[config.mk]
export PLATFORM = sky130hd
export DESIGN_NAME = instr_fetch_unit_flat
export DESIGN_NICKNAME = d
export VERILOG_FILES = /design/src/rtl/instr_fetch_unit_if.sv /design/src/rtl/instr_fetch_unit.sv /design/src/flat_wrapper.sv
export SDC_FILE = /design/constraint.sdc
export NUM_CORES = 1
export LEC_CHECK = 0
export CAP_MARGIN = 25
export CORE_MARGIN = 2
export CORE_UTILIZATION = 50
export DETAILED_ROUTE_END_ITERATION = 12
export PLACE_DENSITY_LB_ADDON = 0.3
export SLEW_MARGIN = 10
export SYNTH_ARGS = -nofsm -noshare
export SYNTH_HDL_FRONTEND = slang
export SYNTH_SLANG_ARGS = --single-unit
[constraint.sdc]
create_clock -name clk -period 3.5 [get_ports clk]
set_input_delay 0.7 -clock clk [delete_from_list [all_inputs] [get_ports clk]]
set_output_delay 0.7 -clock clk [all_outputs]
set_load 0.005 [all_outputs]
[src/rtl/instr_fetch_unit_if.sv]
// Fetch-stage bundle: instruction-memory request/ack, decode valid/ready, extender fields and redirect.
// master = fetch unit, slave = memory/decode/branch side.
interface instr_fetch_unit_if;
   logic        imem_req;
   logic [31:0] imem_addr;
   logic        imem_ack;
   logic [31:0] imem_rdata;
   logic        instr_valid;
   logic        instr_ready;
   logic [31:0] instr;
   logic [31:0] instr_pc;
   logic [24:0] none_extended_data;
   logic        imm_src;
   logic        redirect_valid;
   logic [31:0] redirect_pc;

   modport master (
      output imem_req, imem_addr, instr_valid, instr, instr_pc, none_extended_data, imm_src,
      input  imem_ack, imem_rdata, instr_ready, redirect_valid, redirect_pc
   );

   modport slave (
      input  imem_req, imem_addr, instr_valid, instr, instr_pc, none_extended_data, imm_src,
      output imem_ack, imem_rdata, instr_ready, redirect_valid, redirect_pc
   );
endinterface

[src/rtl/instr_fetch_unit.sv]
// RISC-V fetch stage: one request per instruction, result valid the cycle after ACK (1 instr / 2 cycles peak).
// Decode backpressure holds INSTR and suppresses the next request; redirects drain an in-flight request.
module instr_fetch_unit #(
   parameter logic [31:0] RESET_PC  = 32'h0000_0000,
   parameter logic [31:0] NOP_INSTR = 32'h0000_0013
) (
   input logic            clk,
   input logic            rst_n,
   instr_fetch_unit_if.master bus
);

   typedef enum logic [1:0] {IDLE, FETCH, HOLD, DRAIN} state_t;

   state_t      state_q, state_d;
   logic [31:0] pc_q;
   logic [31:0] drain_addr_q;
   logic [31:0] instr_q;
   logic [31:0] instr_pc_q;
   logic        instr_vld_q;
   logic [31:0] redirect_tgt;
   logic        accept;
   logic        release_instr;
   logic        req;
   logic [31:0] addr;

   assign redirect_tgt  = bus.redirect_pc & ~32'h3;
   assign accept        = (state_q == FETCH) && bus.imem_ack && !bus.redirect_valid;
   assign release_instr = (state_q == HOLD) && (bus.redirect_valid || bus.instr_ready);

   always_ff @(posedge clk or negedge rst_n) begin
      if (!rst_n) state_q <= IDLE;
      else        state_q <= state_d;
   end

   always_comb begin
      state_d = state_q;
      case (state_q)
         IDLE:  state_d = FETCH;
         FETCH: begin
            if (bus.redirect_valid) state_d = bus.imem_ack ? FETCH : DRAIN;
            else if (bus.imem_ack)  state_d = HOLD;
         end
         HOLD:  if (bus.redirect_valid || bus.instr_ready) state_d = FETCH;
         DRAIN: if (bus.imem_ack) state_d = FETCH;
         default: state_d = IDLE;
      endcase
   end

   // The request in flight cannot be cancelled, so DRAIN keeps presenting the pre-redirect address.
   always_comb begin
      req  = 1'b0;
      addr = pc_q;
      case (state_q)
         FETCH: req = 1'b1;
         DRAIN: begin
            req  = 1'b1;
            addr = drain_addr_q;
         end
         default: ;
      endcase
   end

   always_ff @(posedge clk or negedge rst_n) begin
      if (!rst_n) begin
         pc_q         <= RESET_PC;
         drain_addr_q <= RESET_PC;
         instr_q      <= NOP_INSTR;
         instr_pc_q   <= 32'h0;
         instr_vld_q  <= 1'b0;
      end else begin
         if (bus.redirect_valid) pc_q <= redirect_tgt;
         else if (accept)        pc_q <= pc_q + 32'd4;

         if (state_q == FETCH && bus.redirect_valid && !bus.imem_ack) drain_addr_q <= pc_q;

         if (accept) begin
            instr_q     <= bus.imem_rdata;
            instr_pc_q  <= pc_q;
            instr_vld_q <= 1'b1;
         end else if (release_instr) begin
            instr_q     <= NOP_INSTR;
            instr_vld_q <= 1'b0;
         end
      end
   end

   assign bus.imem_req           = req;
   assign bus.imem_addr          = addr;
   assign bus.instr_valid        = instr_vld_q;
   assign bus.instr              = instr_q;
   assign bus.instr_pc           = instr_pc_q;
   assign bus.none_extended_data = instr_q[31:7];
   assign bus.imm_src            = (instr_q[6:0] == 7'b0100011);

endmodule

[src/flat_wrapper.sv]
// flat-port wrapper written by rule: the top's interface ports become plain ports
module instr_fetch_unit_flat 
#(
   parameter logic [31:0] RESET_PC  = 32'h0000_0000,
   parameter logic [31:0] NOP_INSTR = 32'h0000_0013
)
  (clk, rst_n, bus_imem_req, bus_imem_addr, bus_instr_valid, bus_instr, bus_instr_pc, bus_none_extended_data, bus_imm_src, bus_imem_ack, bus_imem_rdata, bus_instr_ready, bus_redirect_valid, bus_redirect_pc);
  instr_fetch_unit_if bus_i ();
  input logic clk;
  input logic rst_n;
  output wire logic [$bits(bus_i.imem_req)-1:0] bus_imem_req;
  output wire logic [$bits(bus_i.imem_addr)-1:0] bus_imem_addr;
  output wire logic [$bits(bus_i.instr_valid)-1:0] bus_instr_valid;
  output wire logic [$bits(bus_i.instr)-1:0] bus_instr;
  output wire logic [$bits(bus_i.instr_pc)-1:0] bus_instr_pc;
  output wire logic [$bits(bus_i.none_extended_data)-1:0] bus_none_extended_data;
  output wire logic [$bits(bus_i.imm_src)-1:0] bus_imm_src;
  input wire logic [$bits(bus_i.imem_ack)-1:0] bus_imem_ack;
  input wire logic [$bits(bus_i.imem_rdata)-1:0] bus_imem_rdata;
  input wire logic [$bits(bus_i.instr_ready)-1:0] bus_instr_ready;
  input wire logic [$bits(bus_i.redirect_valid)-1:0] bus_redirect_valid;
  input wire logic [$bits(bus_i.redirect_pc)-1:0] bus_redirect_pc;
  assign bus_imem_req = bus_i.imem_req;
  assign bus_imem_addr = bus_i.imem_addr;
  assign bus_instr_valid = bus_i.instr_valid;
  assign bus_instr = bus_i.instr;
  assign bus_instr_pc = bus_i.instr_pc;
  assign bus_none_extended_data = bus_i.none_extended_data;
  assign bus_imm_src = bus_i.imm_src;
  assign bus_i.imem_ack = bus_imem_ack;
  assign bus_i.imem_rdata = bus_imem_rdata;
  assign bus_i.instr_ready = bus_instr_ready;
  assign bus_i.redirect_valid = bus_redirect_valid;
  assign bus_i.redirect_pc = bus_redirect_pc;
  instr_fetch_unit #(.RESET_PC(RESET_PC), .NOP_INSTR(NOP_INSTR)) u_core (.clk(clk), .rst_n(rst_n), .bus(bus_i));
endmodule
; ---- After elaboration in Yosys (flattened, before gate mapping)
; Cells that the tools add are included.
[classes]
n_addsub = 1
eq_ne = 7
mux = 14
reduce_logical = 13
[op_table]
columns = operator, count
row1 = 32-bit 2-to-1 mux, 5
row2 = "32-bit by 3-bit adder with 32-bit output, second input constant", 1
row3 = 2-bit 2-to-1 mux, 5
row4 = 2-bit case mux with 4 select lines, 1
row5 = "7-bit by 6-bit == test with 1-bit output, second input constant", 1
row6 = 1-bit logical AND, 5
row7 = "2-bit == test, second input constant", 2
row8 = "2-bit inequality test, second input constant", 2
row9 = 2-bit nonzero test, 2
row10 = 1-bit 2-to-1 mux, 3
row11 = "3-bit inequality test, second input constant", 1
row12 = 3-bit AND reduction, 1
row13 = "2-bit by 1-bit == test with 1-bit output, second input constant", 1
row14 = 1-bit logical NOT, 2
row15 = 2-bit logical NOT, 1
row16 = 2-bit OR reduction, 1
row17 = 1-bit logical OR, 1
[totals]
reg_bits = 131
inputBits = 69
out_inout_bits = 124
wordCells = 41

; ---- Depth between registers and ports, before layout
; Gate-level depths: netlist of the first run.
[logic_depth]
word_depth = 5
ltp_mapped = 7
mapped_depth_nobuf = 5

; ---- Worst setup path before layout of the first run
; No wires, ideal clock.
[synth_timing]
path_kind = input port to flip-flop
start = input bus_imem_ack
end = register u_core.pc_q[27]
setup_time_ns = 0.082
arrival_time_ns = 2.009
required_ns = 3.418
path_slack_ns = 1.409
stages = 5
n_path_buf = 1
cell_sequence = nand3b_1 > or4_4 > buf_6 > or4_1 > a31oi_1
[synth_between]
elab_chain_len = 3
[synth_rtl]
columns = item, line
row1 = start: declaration, flat_wrapper.sv:18  ; input wire logic [$bits(bus_i.imem_ack)-1:0] bus_imem_ack;
row2 = 1-bit logical AND (2 in a row), instr_fetch_unit.sv:27  ; assign accept = (state_q == FETCH) && bus.imem_ack && !bus.redirect_valid;
row3 = 2-bit nonzero test (no line), -
row4 = end signal: assignment, instr_fetch_unit.sv:71  ; if (bus.redirect_valid) pc_q <= redirect_tgt;
row5 = end signal: assignment, instr_fetch_unit.sv:72  ; else if (accept) pc_q <= pc_q + 32'd4;
row6 = end: declaration, instr_fetch_unit.sv:15  ; logic [31:0] pc_q;
; No other way between the ends.
; A chain may end at the register's enable or synchronous reset.

; ---- Final worst setup path of the first run
[layout_timing]
start = register u_core.state_q[1]
end = output bus_imem_addr[31]
[layout_between]
elab_chain_len = 2
[layout_rtl]
columns = item, line
row1 = start: declaration, instr_fetch_unit.sv:14  ; state_t state_q, state_d;
row2 = start signal: assignment, instr_fetch_unit.sv:32  ; else state_q <= state_d;
row3 = 2-bit == test, instr_fetch_unit.sv:53  ; case (state_q)
row4 = 32-bit 2-to-1 mux, instr_fetch_unit.sv:53
row5 = end: declaration, flat_wrapper.sv:12  ; output wire logic [$bits(bus_i.imem_addr)-1:0] bus_imem_addr;
; No other way between the ends.

==> results of run 1 <==
==> kinds of logic (layout without fill, tap and decap cells) <==
group,Yosys count,after routing
AOI/OAI and AO/OA,81,81
and+or+nand+nor,175,175
DFF,125,125
other,1,4
adders and majority gates,1,1
buffers and inverters,72,235
muxes,92,92
xor gates and xnor gates,11,11
==> layout by cell type, fill, tap and decap left out, types with 2 or more instances in the layout <==
cell type,instances
dfrtp_1,122
and3_1,4
xor2_1,6
inv_1,3
or3_1,3
clkdlybuf4s50_1,185
clkbuf_16,17
a31oi_1,15
dfstp_2,3
nand3_1,14
conb_1,4
xnor2_1,5
and2_1,2
mux2_2,92
o31ai_1,12
buf_4,11
or2_2,2
nor2_1,21
o21ai_0,47
nand3b_1,2
bufinv_16,3
nor3_1,3
or4_1,13
clkbuf_8,4
o211ai_1,2
and4_1,3
nor4_1,3
buf_12,3
nand4_1,11
nand2_1,88
clkbuf_1,5
clkinv_2,2
==> synthesized netlist by cell type, drive strengths merged (2+ instances only) <==
library cell,instances,area share
a31oi,15,0.016
and2,2,0.0021
and3,4,0.0042
and4,3,0.0044
buf,46,0.051
clkbuf,22,0.014
dfrtp,122,0.51
dfstp,3,0.013
inv,4,0.0025
mux2,92,0.17
nand2,88,0.055
nand3,14,0.012
nand3b,2,0.0025
nand4,11,0.011
nor2,22,0.014
nor3,3,0.0025
nor4,3,0.0031
o211ai,2,0.0025
o21ai,47,0.039
o31ai,12,0.015
or2,2,0.0021
or3,3,0.0031
or4,14,0.018
xnor2,5,0.0073
xor2,6,0.0088
==> state kept, by name, indices dropped and copies added (netlist names) <==
name and cells:
u_core.bus.instr_valid 1, u_core.state_q 2, u_core.drain_addr_q 30, u_core.pc_q 30, u_core.bus.instr_pc 30, u_core.bus.instr 32
==> area by class of cell <==
| cell class | instances | share of cell area |
|---|---|---|
| flip-flops and latches | 125 | 0.372 |
| multi-input cells | 364 | 0.295 |
| repair buffers | 199 | 0.237 |
| clock buffers | 26 | 0.0593 |
| well taps | 147 | 0.0218 |
| clock inverters | 6 | 0.0128 |
| inverters | 4 | 0.00178 |
==> routing by layer <==
metal,up-vias,share of wire
met2,229,0.49
met4,0,0.026
li1,2248,-
met3,30,0.066
met5,-,0
met1,2331,0.42
==> power by group <==
part	switching, mW	leakage, nW	internal (mW)
clock	0.609	0.295	1.19
combinational	0.492	1.60	1.04
sequential	0.272	1.49	1.82
total	1.37	3.38	4.05
==> metrics by stage <==
| stage | hold WS (ns) | cells | power (mW) |
|---|---|---|---|
| 5_1_grt | 0.259 | 871 | 5.71 |
| 3_3_place_gp | 0.461 | 839 | 3.60 |
| 2_1_floorplan | 0.404 | 561 | 2.73 |
| 4_1_cts | 0.238 | 871 | 5.48 |
| 6_report | 0.237 | 871 | 5.43 |
| 3_5_place_dp | 0.482 | 839 | 3.66 |
==> critical path: stages (launching register included) <==
cell,delay [ns]
dfrtp_1,0.44
nand2_1,0.41
buf_4,0.30
mux2_2,0.37
clkdlybuf4s50_1,0.46
==> worst max path at each step <==
stage          slack (ns)  cells past startpoint                          start                     endpoint
2_1_floorplan        1.41                      5                   bus_imem_ack  u_core.pc_q[27]$_DFFE_PN0P_
3_3_place_gp         0.74                      5                   bus_imem_ack  u_core.pc_q[19]$_DFFE_PN0P_
3_5_place_dp         0.66                      5                   bus_imem_ack  u_core.pc_q[19]$_DFFE_PN0P_
4_1_cts              0.34                      4  u_core.state_q[0]$_DFFE_PN0P_            bus_imem_addr[31]
5_1_grt              0.29                      4  u_core.state_q[1]$_DFFE_PN0P_            bus_imem_addr[30]
6_report             0.39                      4  u_core.state_q[1]$_DFFE_PN0P_            bus_imem_addr[31]
==> impl_metrics.tcl, run 1 <==
set metrics [dict create \
    run_status "complete, no violations" \
    area_growth_pct 40.3 \
    yosysWarnings 0 \
    final_nets 781 \
    crit_type "reg -> out" \
    cts-root-buf "clkbuf_16" \
    final_hold_viol_count 0 \
    cp_max_fo 12 \
    cts_buffers 17 \
    syn_inst 558 \
    grt_use_met3 0.0632 \
    async_flop_share 1.00 \
    htree_levels 4 \
    finalCritPeriodShare 0.888 \
    muxShareOfSynthArea 0.173 \
    clock_skew_ns 0.00844 \
    layout.area.seq_sq_mm 0.00313 \
    fin_ws_ns 0.390 \
    start_util 0.506 \
    tns_ns 0 \
    utilization 0.710 \
    syn_area_sq_mm 0.00600 \
    worstReg2RegStart "u_core.pc_q[5]$_DFFE_PN0P_" \
    drt-pass1-iter-count 6 \
    p_leak_nw 3.38 \
    viasPerCell 5.55 \
    grt_remaining_overflow 0 \
    drtIter0Drc 352 \
    grt_pass1_vias 4711 \
    grt_pass1_wl_um 24200 \
    ys.flop_type "dfrtp_1" \
    synth_compound_area_frac 0.0788 \
    rows 40 \
    end_kind "output pin" \
    top_usage_layer "met2" \
    met1_usage 0.310 \
    synthSimpleGateAreaFrac 0.140 \
    clock_latency_ns 0.41 \
    synth-seq-cells 125 \
    drc 0 \
    ys_types 42 \
    vias 4838 \
    rsz0062_at_grt "false" \
    io_pins 193 \
    wire_per_inst_um 17.2 \
    wl_um 15000 \
    setup_viol 0 \
    ir_drop_mv 0.314 \
    core_sq_mm 0.0119 \
    syn_avg_cell_area_sq_um 10.7 \
    grt_antenna_before_repair 0 \
    reg2reg_to "u_core.pc_q[28]$_DFFE_PN0P_" \
    synth_xor_area_frac 0.0161 \
    clk_path_buf_depth 2 \
    track_usage 0.240 \
    die_y_um 114 \
    drive_gt1_frac 0.198 \
    synth_edf_count 0 \
    worstPathRequired_ns 2.80 \
    synth_top_family_by_area "multiplexers" \
    synthAdderAreaFrac 0.00209 \
    slew_violations 0 \
    port_buffers 186 \
    fill_cells 842 \
    rrSetupSlack_ns 1.04 \
    design_area_sq_mm 0.00842 \
    place_ws_ns 0.656 \
    postRouteAntennaNets 0 \
    period_needed_ns 3.11 \
    crit_arrival_ns 2.41 \
    cts-resized-gates 0 \
    grt_util_met2 0.382 \
    power_density_mw_per_mm2 644 \
    clock-sinks 125 \
    place_area_sq_mm 0.00781 \
    relSlewSlack 0.575 \
    cts_hold_buffers 0 \
    critPathLaunchType "flip-flop" \
    synth-seq-area-share 0.522 \
    postCtsSetupBuffers 0 \
    tightest_slew_ns 0.636 \
    die_area_sq_mm 0.0129 \
    die_w_um 114 \
    max_freq_mhz 322 \
    clk_pin_slew_ns 0.05 \
    dp_hpwl_um 10300 \
    grt_max_degree 59 \
    cap_violations 0 \
    multi_input_area_sq_mm 0.00249 \
    rr_worst_depth 4 \
    n_antenna_cell 0 \
    hold_class "in -> async" \
    cts_tree "yes" \
    gp_congestion 0.861 \
]
(Power assumes the default switching activity.)
==> run 2, diff against run 1 <==
- CORE_UTILIZATION: 50 -> 35
==> impl_metrics.tcl, run 2 (same netlist as run 1, synthesis figures left out) <==
set metrics [dict create \
    run_status "complete, no violations" \
    cts_tree "yes" \
    p_switching_mw 1.36 \
    cts_hold_buffers 0 \
    finalCritPeriodShare 0.911 \
    period_needed_ns 3.19 \
    drive_gt1_frac 0.199 \
    grt_antenna_before_repair 0 \
    power_density_mw_per_mm2 628 \
    multi_input_area_sq_mm 0.00249 \
    place_area_sq_mm 0.00791 \
    clkPwrFrac 0.319 \
    final_nets 783 \
    worstPathCellList "nand2_1, buf_4, mux2_2, clkdlybuf4s50_1" \
    tns_ns 0 \
    route.met2.wl_um 7130 \
    hold_class "in -> async" \
    area_growth_pct 41.1 \
    cts_buffers 17 \
    rows 47 \
    cap_violations 0 \
    rr_worst_depth 4 \
    layout.area.seq_sq_mm 0.00313 \
    seqPwrFrac 0.393 \
    combPwrFrac 0.288 \
    port_buffers 186 \
    cts-root-buf "clkbuf_16" \
    die_y_um 135 \
    grt_pass1_vias 4801 \
    grt_remaining_overflow 0 \
    setup_viol 0 \
    clock_latency_ns 0.41 \
    postRouteAntennaNets 0 \
    p_int_mw 3.96 \
    fill_cells 1477 \
    p_leak_nw 3.37 \
    design_area_sq_mm 0.00846 \
    final_cell_mix "clkdlybuf4s50_1 (185), dfrtp_1 (122), mux2_2 (92), nand2_1 (88), o21ai_0 (47)" \
    vias 4751 \
    postCtsSetupBuffers 0 \
    cp_max_fo 12 \
    start_util 0.360 \
    top_layer "met4" \
    core_sq_mm 0.0166 \
    place_ws_ns 0.602 \
    grt_pass1_wl_um 24800 \
    drc 0 \
    whs_ns 0.367 \
    final_hold_viol_count 0 \
    slowest_delay_ns 0.49 \
    largest_reg_flops 32 \
    fin_ws_ns 0.312 \
    rrSetupSlack_ns 1.03 \
    wl_um 15300 \
    crit_type "reg -> out" \
    gp_congestion 0.806 \
    grt_max_degree 77 \
    wire_per_inst_um 16.3 \
    ir_drop_mv 0.311 \
    worstPathRequired_ns 2.80 \
    drtIter0Drc 172 \
    clk_pin_slew_ns 0.06 \
    dp_hpwl_um 10900 \
    die_w_um 135 \
    rsz0062_at_grt "false" \
    wl_met1_um 6830 \
    cts-resized-gates 0 \
    end_kind "output pin" \
    drt-pass1-iter-count 6 \
    clk_path_buf_depth 2 \
    clock-sinks 125 \
    clock_skew_ns 0.00845 \
    critPathLaunchType "flip-flop" \
    slew_violations 0 \
    htree_levels 4 \
    n_antenna_cell 0 \
    viasPerCell 5.04 \
    max_freq_mhz 314 \
    io_pins 193 \
    route.met3.wl_um 1060 \
    final_common_cell "clkdlybuf4s50_1" \
    relSlewSlack 0.451 \
    slowest_stage "clkdlybuf4s50_1" \
    p_sw_frac 0.256 \
    tightest_slew_ns 0.824 \
    die_area_sq_mm 0.0182 \
    crit_arrival_ns 2.49 \
    track_usage 0.175 \
]
-- run 2: worst max-delay path, delay by kind of cell, from the launching register on --
family / cells / cell delay (ns)
buf+inv: 2 / 0.81
flops: 1 / 0.45
mux: 1 / 0.36
simple gates: 1 / 0.45
-- run 2: cell type report --
class / instances / share of cell area
clock buffers: 20 / 0.0516
clock inverters: 9 / 0.0145
inverters: 4 / 0.00177
multi-input cells: 364 / 0.294
flip-flops and latches: 125 / 0.370
well taps: 220 / 0.0325
repair buffers: 201 / 0.236
-- run 2: per-stage QoR --
stage	utilization	power, mW	cells
detailed placement	0.475	3.67	914
global route	0.509	5.62	943
floorplan	-	2.73	561
CTS	0.509	5.40	943
finish	0.509	5.32	943
global placement	0.475	3.62	914
-- run 2: path summary, 6_finish.rpt --
| kind | end | from |
|---|---|---|
| worst max-delay path | bus_imem_addr[30] | u_core.state_q[0]$_DFFE_PN0P_ |
| worst min-delay path | u_core.bus.instr_pc[20]$_DFFE_PN0P_ | rst_n |
| worst max register to register | u_core.pc_q[31]$_DFFE_PN0P_ | u_core.pc_q[5]$_DFFE_PN0P_ |
| worst min register to register | u_core.bus.instr_valid$_DFFE_PN0P_ | u_core.bus.instr_valid$_DFFE_PN0P_ |
| max in group asynchronous | u_core.bus.instr[1]$_DFFE_PN1P_ | rst_n |
| min in group clk | u_core.bus.instr_valid$_DFFE_PN0P_ | u_core.bus.instr_valid$_DFFE_PN0P_ |
-- run 2: power by group through the flow --
stage          clock (mW)  combinational, mW  sequential [mW]
2_1_floorplan           0              0.673             2.05
3_3_place_gp            0               1.53             2.09
3_5_place_dp            0               1.55             2.11
4_1_cts              1.74               1.56             2.09
5_1_grt              1.81               1.66             2.15
6_report             1.70               1.53             2.09
-- run 2: routing by layer --
metal	vias to the layer above	GRT usage
met5	-	0
met1	2274	0.228
li1	2247	-
met4	0	0.0661
met2	204	0.279
met3	26	0.0454
